--- config.mk ---
export PLATFORM = sky130hd
export DESIGN_NAME = hsi_tx_arb
export DESIGN_NICKNAME = d
export VERILOG_FILES = /design/src/rtl/hsi_tx_arb.sv
export SDC_FILE = /design/constraint.sdc
export NUM_CORES = 1
export LEC_CHECK = 0
export CORE_MARGIN = 8
export CORE_UTILIZATION = 46
export DETAILED_ROUTE_END_ITERATION = 8
export PLACE_DENSITY = 0.81
export SLEW_MARGIN = 20
export SYNTH_ARGS = -nofsm -noshare
export SYNTH_HDL_FRONTEND = slang
export SYNTH_SLANG_ARGS = --single-unit
--- constraint.sdc ---
create_clock -name clk -period 3.47 [get_ports clk]
set_clock_uncertainty 0.05 [all_clocks]
set_input_delay 0.5205 -clock clk [delete_from_list [all_inputs] [get_ports clk]]
set_output_delay 0.5205 -clock clk [all_outputs]
set_load 0.01 [all_outputs]
--- src/rtl/hsi_tx_arb.sv ---
// hsi_tx_arb: round-robin arbiter that hands the shared byte serializer to one
// of three frame sources (CCW, status word, data word) at a time. A granted
// source gets a one-cycle start pulse and then owns the byte path until it
// drops its request while the serializer is idle. A stalled transfer is
// aborted by a timeout. An optional guard gap separates consecutive frames.

module hsi_tx_arb #(
  parameter int unsigned GUARD_CYC = 2,
  parameter int unsigned TMO_CYC   = 255
) (
  input  logic       clk,
  input  logic       n_rst,
  input  logic [2:0] src_tx_rdy,
  output logic [2:0] src_tx_en,
  input  logic [7:0] src_d0,
  input  logic [7:0] src_d1,
  input  logic [7:0] src_d2,
  input  logic [2:0] src_d_rdy,
  output logic [2:0] src_d_sending,
  output logic [7:0] ser_d,
  output logic       ser_d_rdy,
  input  logic       ser_d_sending,
  output logic [1:0] grant_id,
  output logic       busy,
  output logic       tmo_err
);

  localparam logic [1:0] ST_IDLE  = 2'd0;
  localparam logic [1:0] ST_GRANT = 2'd1;
  localparam logic [1:0] ST_XFER  = 2'd2;
  localparam logic [1:0] ST_GUARD = 2'd3;

  localparam bit         HAS_GUARD  = (GUARD_CYC != 0);
  localparam logic [3:0] GUARD_LOAD = HAS_GUARD ? 4'(GUARD_CYC - 1) : 4'd0;
  localparam logic [7:0] TMO_VAL    = 8'(TMO_CYC);
  // Where a finished (or aborted) frame goes next.
  localparam logic [1:0] ST_AFTER   = HAS_GUARD ? ST_GUARD : ST_IDLE;

  // Round-robin pick: search starts one past the last grant, wrapping mod 3.
  // A pointer of 2 (the reset value) therefore starts the search at bit0.
  function automatic logic [1:0] rr_pick(input logic [2:0] req, input logic [1:0] last);
    logic [1:0] idx;
    logic [1:0] pick;
    logic       found;
    pick  = 2'd0;
    found = 1'b0;
    idx   = (last >= 2'd2) ? 2'd0 : last + 2'd1;
    for (int i = 0; i < 3; i++) begin
      if (!found && req[idx]) begin
        pick  = idx;
        found = 1'b1;
      end
      idx = (idx == 2'd2) ? 2'd0 : idx + 2'd1;
    end
    return pick;
  endfunction

  // One-hot decode of a source index; index 3 means no source.
  function automatic logic [2:0] onehot3(input logic [1:0] idx);
    logic [2:0] oh;
    case (idx)
      2'd0:    oh = 3'b001;
      2'd1:    oh = 3'b010;
      2'd2:    oh = 3'b100;
      default: oh = 3'b000;
    endcase
    return oh;
  endfunction

  logic [1:0] state_r;
  logic [1:0] state_s;
  logic [1:0] grant_id_r;
  logic [1:0] rr_ptr_r;
  logic [7:0] tmo_cnt_r;
  logic [3:0] guard_cnt_r;
  logic       sending_prev_r;
  logic [2:0] tx_en_r;
  logic       busy_r;
  logic       tmo_err_r;

  logic       any_req_s;
  logic [1:0] winner_s;
  logic       sel_req_s;
  logic       rise_s;
  logic       exit_s;
  logic       tmo_hit_s;

  assign any_req_s = |src_tx_rdy;
  assign winner_s  = rr_pick(src_tx_rdy, rr_ptr_r);
  assign rise_s    = ser_d_sending & ~sending_prev_r;

  // Request flag of the currently granted source (none when grant_id is 3).
  always_comb begin
    sel_req_s = 1'b0;
    case (grant_id_r)
      2'd0:    sel_req_s = src_tx_rdy[0];
      2'd1:    sel_req_s = src_tx_rdy[1];
      2'd2:    sel_req_s = src_tx_rdy[2];
      default: sel_req_s = 1'b0;
    endcase
  end

  // Normal end of frame has priority over a timeout landing on the same cycle.
  assign exit_s    = (state_r == ST_XFER) && !sel_req_s && !ser_d_sending;
  assign tmo_hit_s = (state_r == ST_XFER) && !exit_s && !rise_s &&
                     ((tmo_cnt_r + 8'd1) == TMO_VAL);

  // FSM state register.
  always_ff @(posedge clk or negedge n_rst) begin
    if (!n_rst) begin
      state_r <= ST_IDLE;
    end else begin
      state_r <= state_s;
    end
  end

  // FSM next-state logic.
  always_comb begin
    state_s = ST_IDLE;
    case (state_r)
      ST_IDLE: begin
        if (any_req_s) begin
          state_s = ST_GRANT;
        end else begin
          state_s = ST_IDLE;
        end
      end
      ST_GRANT: state_s = ST_XFER;
      ST_XFER: begin
        if (exit_s || tmo_hit_s) begin
          state_s = ST_AFTER;
        end else begin
          state_s = ST_XFER;
        end
      end
      ST_GUARD: begin
        if (guard_cnt_r == 4'd0) begin
          state_s = ST_IDLE;
        end else begin
          state_s = ST_GUARD;
        end
      end
      default: state_s = ST_IDLE;
    endcase
  end

  // FSM output logic: byte path and busy feedback are connected only in XFER.
  always_comb begin
    ser_d         = 8'd0;
    ser_d_rdy     = 1'b0;
    src_d_sending = 3'b000;
    if (state_r == ST_XFER) begin
      case (grant_id_r)
        2'd0: begin
          ser_d         = src_d0;
          ser_d_rdy     = src_d_rdy[0];
          src_d_sending = {2'b00, ser_d_sending};
        end
        2'd1: begin
          ser_d         = src_d1;
          ser_d_rdy     = src_d_rdy[1];
          src_d_sending = {1'b0, ser_d_sending, 1'b0};
        end
        2'd2: begin
          ser_d         = src_d2;
          ser_d_rdy     = src_d_rdy[2];
          src_d_sending = {ser_d_sending, 2'b00};
        end
        default: begin
          ser_d         = 8'd0;
          ser_d_rdy     = 1'b0;
          src_d_sending = 3'b000;
        end
      endcase
    end else begin
      ser_d         = 8'd0;
      ser_d_rdy     = 1'b0;
      src_d_sending = 3'b000;
    end
  end

  // Grant bookkeeping: winner is latched when leaving IDLE and kept afterwards.
  always_ff @(posedge clk or negedge n_rst) begin
    if (!n_rst) begin
      grant_id_r <= 2'd3;
      rr_ptr_r   <= 2'd2;
    end else if ((state_r == ST_IDLE) && any_req_s) begin
      grant_id_r <= winner_s;
      rr_ptr_r   <= winner_s;
    end else begin
      grant_id_r <= grant_id_r;
      rr_ptr_r   <= rr_ptr_r;
    end
  end

  // Serializer activity history, used to detect its 0->1 edge.
  always_ff @(posedge clk or negedge n_rst) begin
    if (!n_rst) begin
      sending_prev_r <= 1'b0;
    end else begin
      sending_prev_r <= ser_d_sending;
    end
  end

  // Timeout counter: restarts on XFER entry and on every new serializer byte.
  always_ff @(posedge clk or negedge n_rst) begin
    if (!n_rst) begin
      tmo_cnt_r <= 8'd0;
    end else if (state_r == ST_XFER) begin
      if (rise_s) begin
        tmo_cnt_r <= 8'd0;
      end else if (tmo_cnt_r != 8'hFF) begin
        tmo_cnt_r <= tmo_cnt_r + 8'd1;
      end else begin
        tmo_cnt_r <= tmo_cnt_r;
      end
    end else begin
      tmo_cnt_r <= 8'd0;
    end
  end

  // Guard gap counter: loaded on GUARD entry, counts down to the IDLE return.
  always_ff @(posedge clk or negedge n_rst) begin
    if (!n_rst) begin
      guard_cnt_r <= 4'd0;
    end else if ((state_r == ST_XFER) && (state_s == ST_GUARD)) begin
      guard_cnt_r <= GUARD_LOAD;
    end else if ((state_r == ST_GUARD) && (guard_cnt_r != 4'd0)) begin
      guard_cnt_r <= guard_cnt_r - 4'd1;
    end else begin
      guard_cnt_r <= guard_cnt_r;
    end
  end

  // Registered status outputs, each aligned with the state it describes.
  always_ff @(posedge clk or negedge n_rst) begin
    if (!n_rst) begin
      tx_en_r   <= 3'b000;
      busy_r    <= 1'b0;
      tmo_err_r <= 1'b0;
    end else begin
      tx_en_r   <= ((state_r == ST_IDLE) && any_req_s) ? onehot3(winner_s) : 3'b000;
      busy_r    <= (state_s != ST_IDLE);
      tmo_err_r <= tmo_hit_s;
    end
  end

  assign src_tx_en = tx_en_r;
  assign busy      = busy_r;
  assign tmo_err   = tmo_err_r;
  assign grant_id  = grant_id_r;

endmodule
## After elaboration in Yosys (flattened, before gate mapping)

Cells that the tools add are included.

| operators by class | value |
|---|---|
| add/subtract/negate cells | 5 |
| magnitude comparators | 4 |
| equality and inequality tests | 13 |
| mux-type cells | 32 |
| bitwise operators | 2 |
| reductions and logical operators | 25 |

Operators with widths:

| operator | number |
|---|---|
| $mux W8 | 4 |
| $pmux W8 S3 | 1 |
| $pmux W3 S3 | 2 |
| $eq A2 B2 Y1 const B | 7 |
| $mux W2 | 7 |
| $logic_and A1 B1 Y1 | 10 |
| $lt A2 B3 Y1 const B | 3 |
| $add A8 B1 Y8 const B | 1 |
| $eq A8 B8 Y1 const B | 1 |
| $mux W1 | 8 |
| $mux W4 | 2 |
| $ne A8 B8 Y1 const B | 1 |
| $pmux W2 S4 | 1 |
| $add A2 B1 Y2 const B | 3 |
| $bmux W1 S2 | 3 |
| $eq A2 B1 Y1 const B | 3 |
| $logic_not A1 Y1 | 6 |
| $logic_not A2 Y1 | 3 |
| $mux W3 | 2 |
| $pmux W1 S3 | 2 |
| $logic_not A4 Y1 | 1 |
| $reduce_bool A2 Y1 | 2 |
| $reduce_bool A4 Y1 | 1 |
| $sub A4 B1 Y4 const B | 1 |
| other kinds (6) | 6 |

| storage, ports and cells | value |
|---|---|
| register bits | 24 |
| input port bits | 33 |
| output and inout port bits | 19 |
| logic and storage cells | 90 |

## Longest topological paths before layout

Gate-level depths: netlist of run 1.

| depth | value |
|---|---|
| word-level depth | 15 |
| mapped depth | 6 |
| gate-level depth less buffers | 6 |

## Least setup slack after synthesis of run 1

No wires, ideal clock.

| timing path | value |
|---|---|
| path type | reg-to-output |
| start | register grant_id_r[1] (netlist: grant_id[1]) |
| end | output ser_d[0] |
| arrival | 1.378 ns |
| data required time | 2.899 ns |
| path slack | 1.522 ns |
| stages on the path, launching flop included | 6 |
| buffers on the path | 2 |
| path through | dfstp_2 buf_2 nor2b_1 clkbuf_1 a21oi_1 nor2_1 |

| on the way | value |
|---|---|
| word-level cells in the longest chain between the ends | 3 |
| elaborated cells on any way between the ends | 5 |
| classes of those cells | 2 x eq/ne; 2 x mux; 1 x reduce/logical |

RTL lines:

| what | line | RTL |
|---|---|---|
| start, declared | 72 | `logic [1:0] grant_id_r;` |
| start signal, assigned | 188 | `grant_id_r <= winner_s;` |
| start signal, assigned | 191 | `grant_id_r <= grant_id_r;` |
| $eq A2 B2 Y1, or another cell as far along | 153 | `case (grant_id_r)` |
| $pmux W8 S3 * | 153 |  |
| $mux W8 * | 152 | `if (state_r == ST_XFER) begin` |
| end, declared | 20 | `output logic [7:0] ser_d,` |

Every way passes the cells marked *; elsewhere a longest branch is shown, timed or not.

## Worst setup path after layout of run 1

| timing path | value |
|---|---|
| start | register grant_id_r[1] (netlist: grant_id[1]) |
| end | output ser_d[4] |

The elaborated chain is that of the path after synthesis.

==> run metrics, run 1 <==
Port Buf Inserts=51; layout cell share with drive strength beyond 1=7.41%; Final Hold Vio Count=0; CTS Buffer Depth=2; max-capacitance violation count=0; GR Overflow Total=0; DRT Wirelength=around 3.9 mm; FF-to-FF End=guard_cnt_r[3]$_DFFE_PN0P_; Synth cell types=51; TritonCTS clock tree=built; initial core utilization=around 47%; number of global-route vias before repair=1392; Yosys top cell by area=dfrtp_1; Seq cells post-synth=23; clock power share=8.9%; DRC viols=0; final critical-path required period=2.86 ns; Cell Pwr Density=660 mW/mm^2; Boundary Pins=52; Die Span X=73.9 um; total CTS buffers=3; leakage=0.886 nW; first-pass detailed-route iteration total=4; Final period util=82.3%; post_cts resized=0; Inst Count DP=258; post-CTS setup buffers=0; ANT cells=0; commonest non-fill, non-tap cell in the layout=clkdlybuf4s50_1; Max-slew headroom=55.1%; post-synthesis cell count=170; P_int=around 0.8 mW; Synth top area share=34.0%; worst r2r path cells=5; H-tree depth=1; status=finished clean; vias per inst=5.58; Combinational Power Share=58.7%; Worst path depth=4; Area growth syn-to-layout=34.9%; Tot GR Track Use=14.5%; Critical Path Fanout Max=10; setup TNS=0 ns; RR Startpoint=tmo_cnt_r[0]$_DFFE_PN0P_; Net Sw Power=~0.57 mW; antenna-violating nets left=0; gpl congestion=0.782; DR vias=about 1500; RSZ-0062 raised after global routing=no; WL/cell=approximately 15 um; Max VDD drop=0.332 mV; Slowest cell on crit path=clkdlybuf4s50_1; commonest non-fill, non-tap cells in the layout=50 x clkdlybuf4s50_1, 25 x nor2_1, 21 x dfrtp_1; sequential share of the synthesized area=around 37%; Hold Path Class=primary input to async pin; worst-margin pin slew=0.672 ns; Crit. End Element=primary output; Slew Viols, Final=0; post-DP HPWL=3.08 mm; mean post-synth cell area=9.08 um^2; largest net degree at the start of global routing=24; Synth Net Count=207; Setup CP Type=flip-flop to primary output; critical path's top delay family=simple AND/OR/NAND/NOR gates; top cells by area, synth=dfrtp_1 34%, mux2i_1 6.5%, nor2_1 6.1%; FMAX=~0.35 GHz; GR Layer Usage met3=3.10%; final layout net count=254; met1 GRT Util=15.9%; Warnings, synthesis=0; clock-pin slew on the worst setup and hold paths=0.12 ns; Synth Cell Area=0.00154 mm^2; Critical path buffers and inverters=1; Post-CTS Hold Fix Bufs=0; die area=0.00547 mm^2; clk_lat worst skew=0.31 ns; max incr delay on CP=between 0.5 and 0.6 ns; startpoint types=flip-flop; Worst EP required=approximately 2.9 ns; Core Region=0.00328 mm^2; most crowded layer after global routing=met2; final setup vio count=0; fillers=278; initial antenna violation count=0; Non-Filler Instances=262; grt met2 use=25.8%; Root Buffer=clkbuf_4; reg2reg setup slack=1.53 ns; crit path cell chain=nor2b_1, a21oi_1, nor2_1, clkdlybuf4s50_1; Flop pwr share=between 30% and 40%; sw frac=41.7%; overall die height=73.9 um; num rows=21; CTS sink cnt=23; DRT iter0 DRCs=54; Pwr Total=1.38 mW; Worst Path Arrival=2.29 ns; global-route wire length before repair=6.23 mm
[power groups by stage]
stage	registers [mW]	clock network, mW	logic (mW)
2_1_floorplan	0.409	0	0.562
3_3_place_gp	0.444	0	0.787
3_5_place_dp	0.449	0	0.807
4_1_cts	0.444	0.129	0.812
5_1_grt	0.458	0.135	0.892
6_report	0.444	0.123	0.808
[cell usage after synthesis, drive strengths merged]
cell,instances
nor2,25
dfrtp,21
a21oi,17
mux2i,10
nand3,9
buf,8
nand2,6
o21ai,6
and3,5
inv,5
nor2b,5
ha,4
xnor2,4
a21o,3
nand2b,3
nor3,3
a21boi,2
and2,2
clkbuf,2
dfstp,2
nor3b,2
o2111ai,2
o211a,2
o31ai,2
a2111oi,1
a211oi,1
a22o,1
a22oi,1
a311oi,1
a31o,1
a31oi,1
and2b,1
and4,1
and4b,1
nand3b,1
nand4,1
nor4b,1
nor4bb,1
o2111a,1
o21bai,1
o22a,1
o22ai,1
or3b,1
xor2,1
[metal layers]
| metal | wire [um] | vias to the layer above |
|---|---|---|
| li1 | - | 703 |
| met4 | 109 | 0 |
| met1 | 1530 | 725 |
| met2 | 2170 | 26 |
| met3 | 125 | 9 |
| met5 | 0 | - |
[cells by family after synthesis]
logic type / synth area share (%)
AO/OA/AOI/OAI: 21.6
XOR/XNOR: 2.84
adder cells (fa/ha/maj): 3.24
buffers and inverters: 4.94
flip-flops: 37.4
multiplexers: 6.48
AND/OR/NAND/NOR: 23.4
[worst reg2reg max path: stages (launching register included)]
cell	delay [ns]
dfrtp_1	0.47
ha_1	0.39
xnor2_1	0.18
a2111oi_4	0.33
o2111ai_1	0.19
o211a_1	0.23
[flip-flops by register name, indices dropped and copies added, names as in the netlist]
register and flops:
rr_ptr_r 1, sending_prev_r 1, src_tx_en 3, grant_id 2, guard_cnt_r 4, tmo_err 1
busy 1, state_r 2, tmo_cnt_r 8
[per-stage QoR]
| stage | setup WS, ns | area, um^2 | util, % | hold slack [ns] |
|---|---|---|---|---|
| floorplan | 1.52 | 1540 | - | 0.175 |
| global placement | 0.938 | 2060 | 62.8 | 0.445 |
| detailed placement | 0.921 | 2060 | 62.8 | 0.470 |
| CTS | 0.596 | 2090 | 63.6 | 0.499 |
| global route | 0.443 | 2080 | 63.4 | 0.133 |
| finish | 0.614 | 2080 | 63.4 | 0.105 |
[how the worst max path moves through the flow]
stage / from / to / slack [ns]
after floorplan: grant_id[1]$_DFFE_PN1P_ / ser_d[0] / 1.52
after global placement: ser_d_sending / src_d_sending[1] / 0.94
after detailed placement: ser_d_sending / src_d_sending[1] / 0.92
after CTS: grant_id[1]$_DFFE_PN1P_ / ser_d[4] / 0.60
after global routing: grant_id[0]$_DFFE_PN1P_ / ser_d[4] / 0.44
final: grant_id[1]$_DFFE_PN1P_ / ser_d[4] / 0.61
[cell type report]
class                   count  area (um^2)  share of cell area [%]
well taps                  46         57.6                    2.76
repair buffers             52          513                    24.6
inverters                   5         18.8                   0.901
clock buffers               4         26.3                    1.26
flip-flops and latches     23          578                    27.7
multi-input cells         132          890                    42.7
Note: power is estimated with default switching activity, not from simulation.
==> run 2, diff against run 1 <==
Settings changed: CORE_UTILIZATION 46 to 41, PLACE_DENSITY 0.81 to 0.76.
Clock period 3.47 ns to 2.4 ns, I/O delays scaled along.
==> run metrics, run 2 (synthesis results as in run 1) <==
status=finished clean; vias per inst=5.34; worst r2r path cells=6; Post-CTS Hold Fix Bufs=0; Port Buf Inserts=between 50 and 60; total CTS buffers=3; Max-slew headroom=66.4%; GR Overflow Total=0; H-tree depth=1; clk_lat worst skew=0.26 ns; Crit. End Element=primary output; Root Buffer=clkbuf_8; Core Region=0.00363 mm^2; DRT iter0 DRCs=100; FMAX=0.429 GHz; Worst Path Arrival=1.92 ns; CTS sink cnt=23; Max VDD drop=~0.59 mV; Critical Path Fanout Max=10; final critical-path required period=2.33 ns; Boundary Pins=52; initial core utilization=42.5%; Area growth syn-to-layout=43.5%; Worst path depth=5; post-DP HPWL=between 3 and 4 mm; Final WS setup=a little over 0.07 ns; Hold Path Class=primary input to async pin; final setup vio count=0; Top reg by flops=tmo_cnt_r; Worst EP required=1.99 ns; Slew Viols, Final=0; max-capacitance violation count=0; initial antenna violation count=0; global-route wire length before repair=6.67 mm; clock-pin slew on the worst setup and hold paths=0.08 ns; die area=~0.006 mm^2; WL/cell=roughly 15 um; Die Span X=77.4 um; max FFs per register=8; antenna-violating nets left=0; largest net degree at the start of global routing=21; overall die height=77.4 um; DRT Wirelength=4.06 mm; final layout net count=between 200 and 300; number of global-route vias before repair=1360; most numerous cell on the critical path=buf_4; Critical path buffers and inverters=3; DP Worst Slack=0.252 ns; leakage=between 1 and 1.5 nW; commonest non-fill, non-tap cells in the layout=42 x clkdlybuf4s50_1, 25 x nor2_1, 21 x dfrtp_1; RSZ-0062 raised after global routing=no; first-pass detailed-route iteration total=4; Setup CP Type=flip-flop to primary output; startpoint types=flip-flop; critical path's top delay family=buffers and inverters; max incr delay on CP=0.66 ns; num rows=22; TritonCTS clock tree=built; commonest non-fill, non-tap cell in the layout=clkdlybuf4s50_1; ANT cells=0; DR vias=1459; gpl congestion=0.813; CTS Buffer Depth=2; Cell Pwr Density=965 mW/mm^2; layout cell share with drive strength beyond 1=about a tenth; Tot GR Track Use=between 10% and 20%; Final Hold Vio Count=0; worst-margin pin slew=around 0.5 ns; Slowest cell on crit path=dfstp_4; DRC viols=0; crit path cell chain=buf_4, nor2b_1, buf_4, and3_1, clkdlybuf4s50_1; setup TNS=0 ns; Final period util=a little over nine tenths
-- run 2: cell count changes in the layout (fill, tap and decap cells not counted), sizes merged --
cell | before | now
clkdlybuf4s50 | 50 | 42
dlymetal6s2s | 0 | 9
clkbuf | 4 | 5
buf | 2 | 9
-- run 2: worst register-to-register path: stages, from the launching register on --
cell	delay, ns
dfstp_4	0.66
clkbuf_4	0.19
buf_4	0.13
mux2i_1	0.29
o2111ai_4	0.19
o2111a_2	0.21
a21o_2	0.19
-- run 2: power breakdown --
part / leakage, nW / total, mW / switching [mW] / internal (mW)
clock: 0.0228 / 0.240 / 0.122 / 0.118
combinational: 0.761 / 1.29 / 0.631 / 0.660
sequential: 0.292 / 0.608 / 0.101 / 0.507
-- run 2: cell type report --
type / count / area, um^2
Sequential cell: 23 / 582
Multi-Input combinational cell: 132 / 890
Tap cell: 48 / 60.1
Timing Repair Buffer: 61 / 621
Fill cell: 316 / 1420
Clock buffer: 4 / 45.0
Inverter: 5 / 18.8
-- run 2: metal layers --
metal | up-vias | track usage [%] | share of wire (%)
li1 | 722 | - | -
met1 | 705 | 14.9 | 43
met2 | 24 | 23.8 | 51
met3 | 8 | 3.69 | 4.0
met4 | 0 | 4.15 | 1.8
met5 | - | 0 | 0
-- run 2: final timing paths --
kind                       slack [ns]                    endpoint                    start
setup / recovery                 0.07            src_d_sending[2]  grant_id[0]$_DFFE_PN1P_
hold / removal                   0.37    sending_prev_r$_DFF_PN0_                    n_rst
setup reg to reg                 0.39  guard_cnt_r[0]$_DFFE_PN0P_  grant_id[0]$_DFFE_PN1P_
hold reg to reg                  0.47     rr_ptr_r[0]$_DFFE_PN0P_  rr_ptr_r[0]$_DFFE_PN0P_
max in group asynchronous        1.38           tmo_err$_DFF_PN0_                    n_rst
min in group clk                 0.47     rr_ptr_r[0]$_DFFE_PN0P_  rr_ptr_r[0]$_DFFE_PN0P_
-- run 2: repair_timing --
action	4_1_cts	5_1_grt
buffers inserted	0	5
pin swaps	0	0
resized for setup	1	9
setup endpoints to repair	9	10
-- run 2: metrics by stage --
step	hold slack [ns]	area, um^2	utilization, %	std cells	power, mW
floorplan	0.0144	1540	-	170	1.40
finish	0.366	2220	61.0	273	2.14
CTS	0.374	2140	59.0	268	2.09
global placement	0.454	2090	57.6	264	1.82
global route	0.407	2220	61.0	273	2.31
detailed placement	0.452	2090	57.6	264	1.84
==> run 3, diff against run 2 <==
Settings changed: SKIP_LAST_GASP set to 1.
==> run metrics, run 3 (synthesis results as in run 1) <==
Max VDD drop=0.593 mV; RSZ-0062 raised after global routing=yes; Setup CP Type=flip-flop to primary output; Pwr Total=between 2 and 2.5 mW; Port Buf Inserts=51; met1 GRT Util=~15%; H-tree depth=1; final setup vio count=0; DRC viols=0; Die Span X=77.4 um; initial antenna violation count=0; Worst EP required=1.99 ns; global-route wire length before repair=6.67 mm; num rows=22; WL/cell=about 15 um; reg2reg setup slack=0.38 ns; Max-slew headroom=67.1%; max incr delay on CP=0.66 ns; max FFs per register=8; Area after DPL=0.00209 mm^2; total CTS buffers=3; Area growth syn-to-layout=43.4%; DRT iter0 DRCs=95; Cell Pwr Density=967 mW/mm^2; grt met2 use=23.8%; first-pass detailed-route iteration total=4; largest net degree at the start of global routing=21; most crowded layer after global routing=met2; worst-margin pin slew=0.494 ns; final critical-path required period=between 2 and 2.5 ns; max-capacitance violation count=0; Core Region=0.00363 mm^2; Final period util=98.3%; final core utilization=60.9%; Hold WS=0.366 ns; ANT cells=0; most numerous cell on the critical path=buf_4; clock-pin slew on the worst setup and hold paths=about 0.080 ns; Slew Viols, Final=0; clk_lat worst skew=0.26 ns; FMAX=0.424 GHz; Top reg by flops=tmo_cnt_r; commonest non-fill, non-tap cells in the layout=43 x clkdlybuf4s50_1, 25 x nor2_1, 21 x dfrtp_1; Hold Path Class=primary input to async pin; leakage=1.06 nW; number of global-route vias before repair=between 1000 and 1500; overall die height=77.4 um; Crit. End Element=primary output; Final Hold Vio Count=0; initial core utilization=42.5%; CTS Buffer Depth=2; crit path from=grant_id[0]$_DFFE_PN1P_; commonest non-fill, non-tap cell in the layout=clkdlybuf4s50_1; Worst Path Arrival=1.95 ns; DRT Wirelength=4.04 mm; final layout net count=about 260; Root Buffer=clkbuf_8; gpl congestion=0.813; layout cell share with drive strength beyond 1=10.7%; TritonCTS clock tree=built; GR Overflow Total=0; status=finished clean; DR vias=1456; post-DP HPWL=3.13 mm; antenna-violating nets left=0; Boundary Pins=52; Slowest cell on crit path=dfstp_4; Critical Path Fanout Max=10; Post-CTS Hold Fix Bufs=0; Tot GR Track Use=13.3%; crit path cell chain=buf_4, nor2b_1, buf_4, a21oi_1, nor2_1, clkdlybuf4s50_1; die area=0.00599 mm^2; GR Layer Usage met3=3.69%; Design Area, Final=0.00221 mm^2; CTS sink cnt=23; RR Startpoint=grant_id[0]$_DFFE_PN1P_; startpoint types=flip-flop; vias per inst=5.33
## run 3: changes by cell type in the layout (fill, tap and decap cells not counted)
cell,delta
clkdlybuf4s50_1,+1
dlymetal6s2s_1,-1
## run 3: critical path, delay by kind of cell, from the launching register on
family                 cells  cell delay [ns]
AO/OA/AOI/OAI              1             0.15
buffers and inverters      3             0.79
AND/OR/NAND/NOR            2             0.09
flip-flops                 1             0.66
## run 3: path summary, 6_finish.rpt
kind,endpoint,cells after the start
setup / recovery,ser_d[4],6
setup reg to reg,guard_cnt_r[0]$_DFFE_PN0P_,6
hold reg to reg,rr_ptr_r[0]$_DFFE_PN0P_,1
min in group clk,rr_ptr_r[0]$_DFFE_PN0P_,1
max in group asynchronous,tmo_err$_DFF_PN0_,2
hold / removal,sending_prev_r$_DFF_PN0_,1
## run 3: area by class of cell
cell class / count / area, um^2
inverters: 5 / 18.8
repair buffers: 61 / 618
clock buffers: 4 / 45.0
multi-input cells: 132 / 890
flip-flops and latches: 23 / 582
well taps: 48 / 60.1
fillers: 317 / 1420
## run 3: metal layers
metal,vias to the layer above,routed length (um)
li1,721,-
met1,700,1720
met2,27,2080
met3,8,165
met4,0,73
met5,-,0
## run 3: timing repair
| action | 4_1_cts | 5_1_grt |
|---|---|---|
| buffers inserted | 0 | 5 |
| endpoints found under the setup margin | 9 | 10 |
| endpoints found under the hold margin | 0 | 0 |
| resized for setup | 1 | 8 |
## run 3: through the flow
stage / setup TNS, ns / std cells / setup WS [ns]
after CTS: 0 / 268 / 0.0178
after global routing: -0.105 / 273 / -0.105
after detailed placement: 0 / 264 / 0.252
final: 0 / 273 / 0.0404
after global placement: 0 / 264 / 0.258
after floorplan: 0 / 170 / 0.612
## run 3: power breakdown
| part | switching (mW) | internal (mW) | leakage, nW |
|---|---|---|---|
| clock network | 0.122 | 0.118 | 0.0228 |
| registers | 0.101 | 0.507 | 0.292 |
| logic | 0.630 | 0.663 | 0.746 |
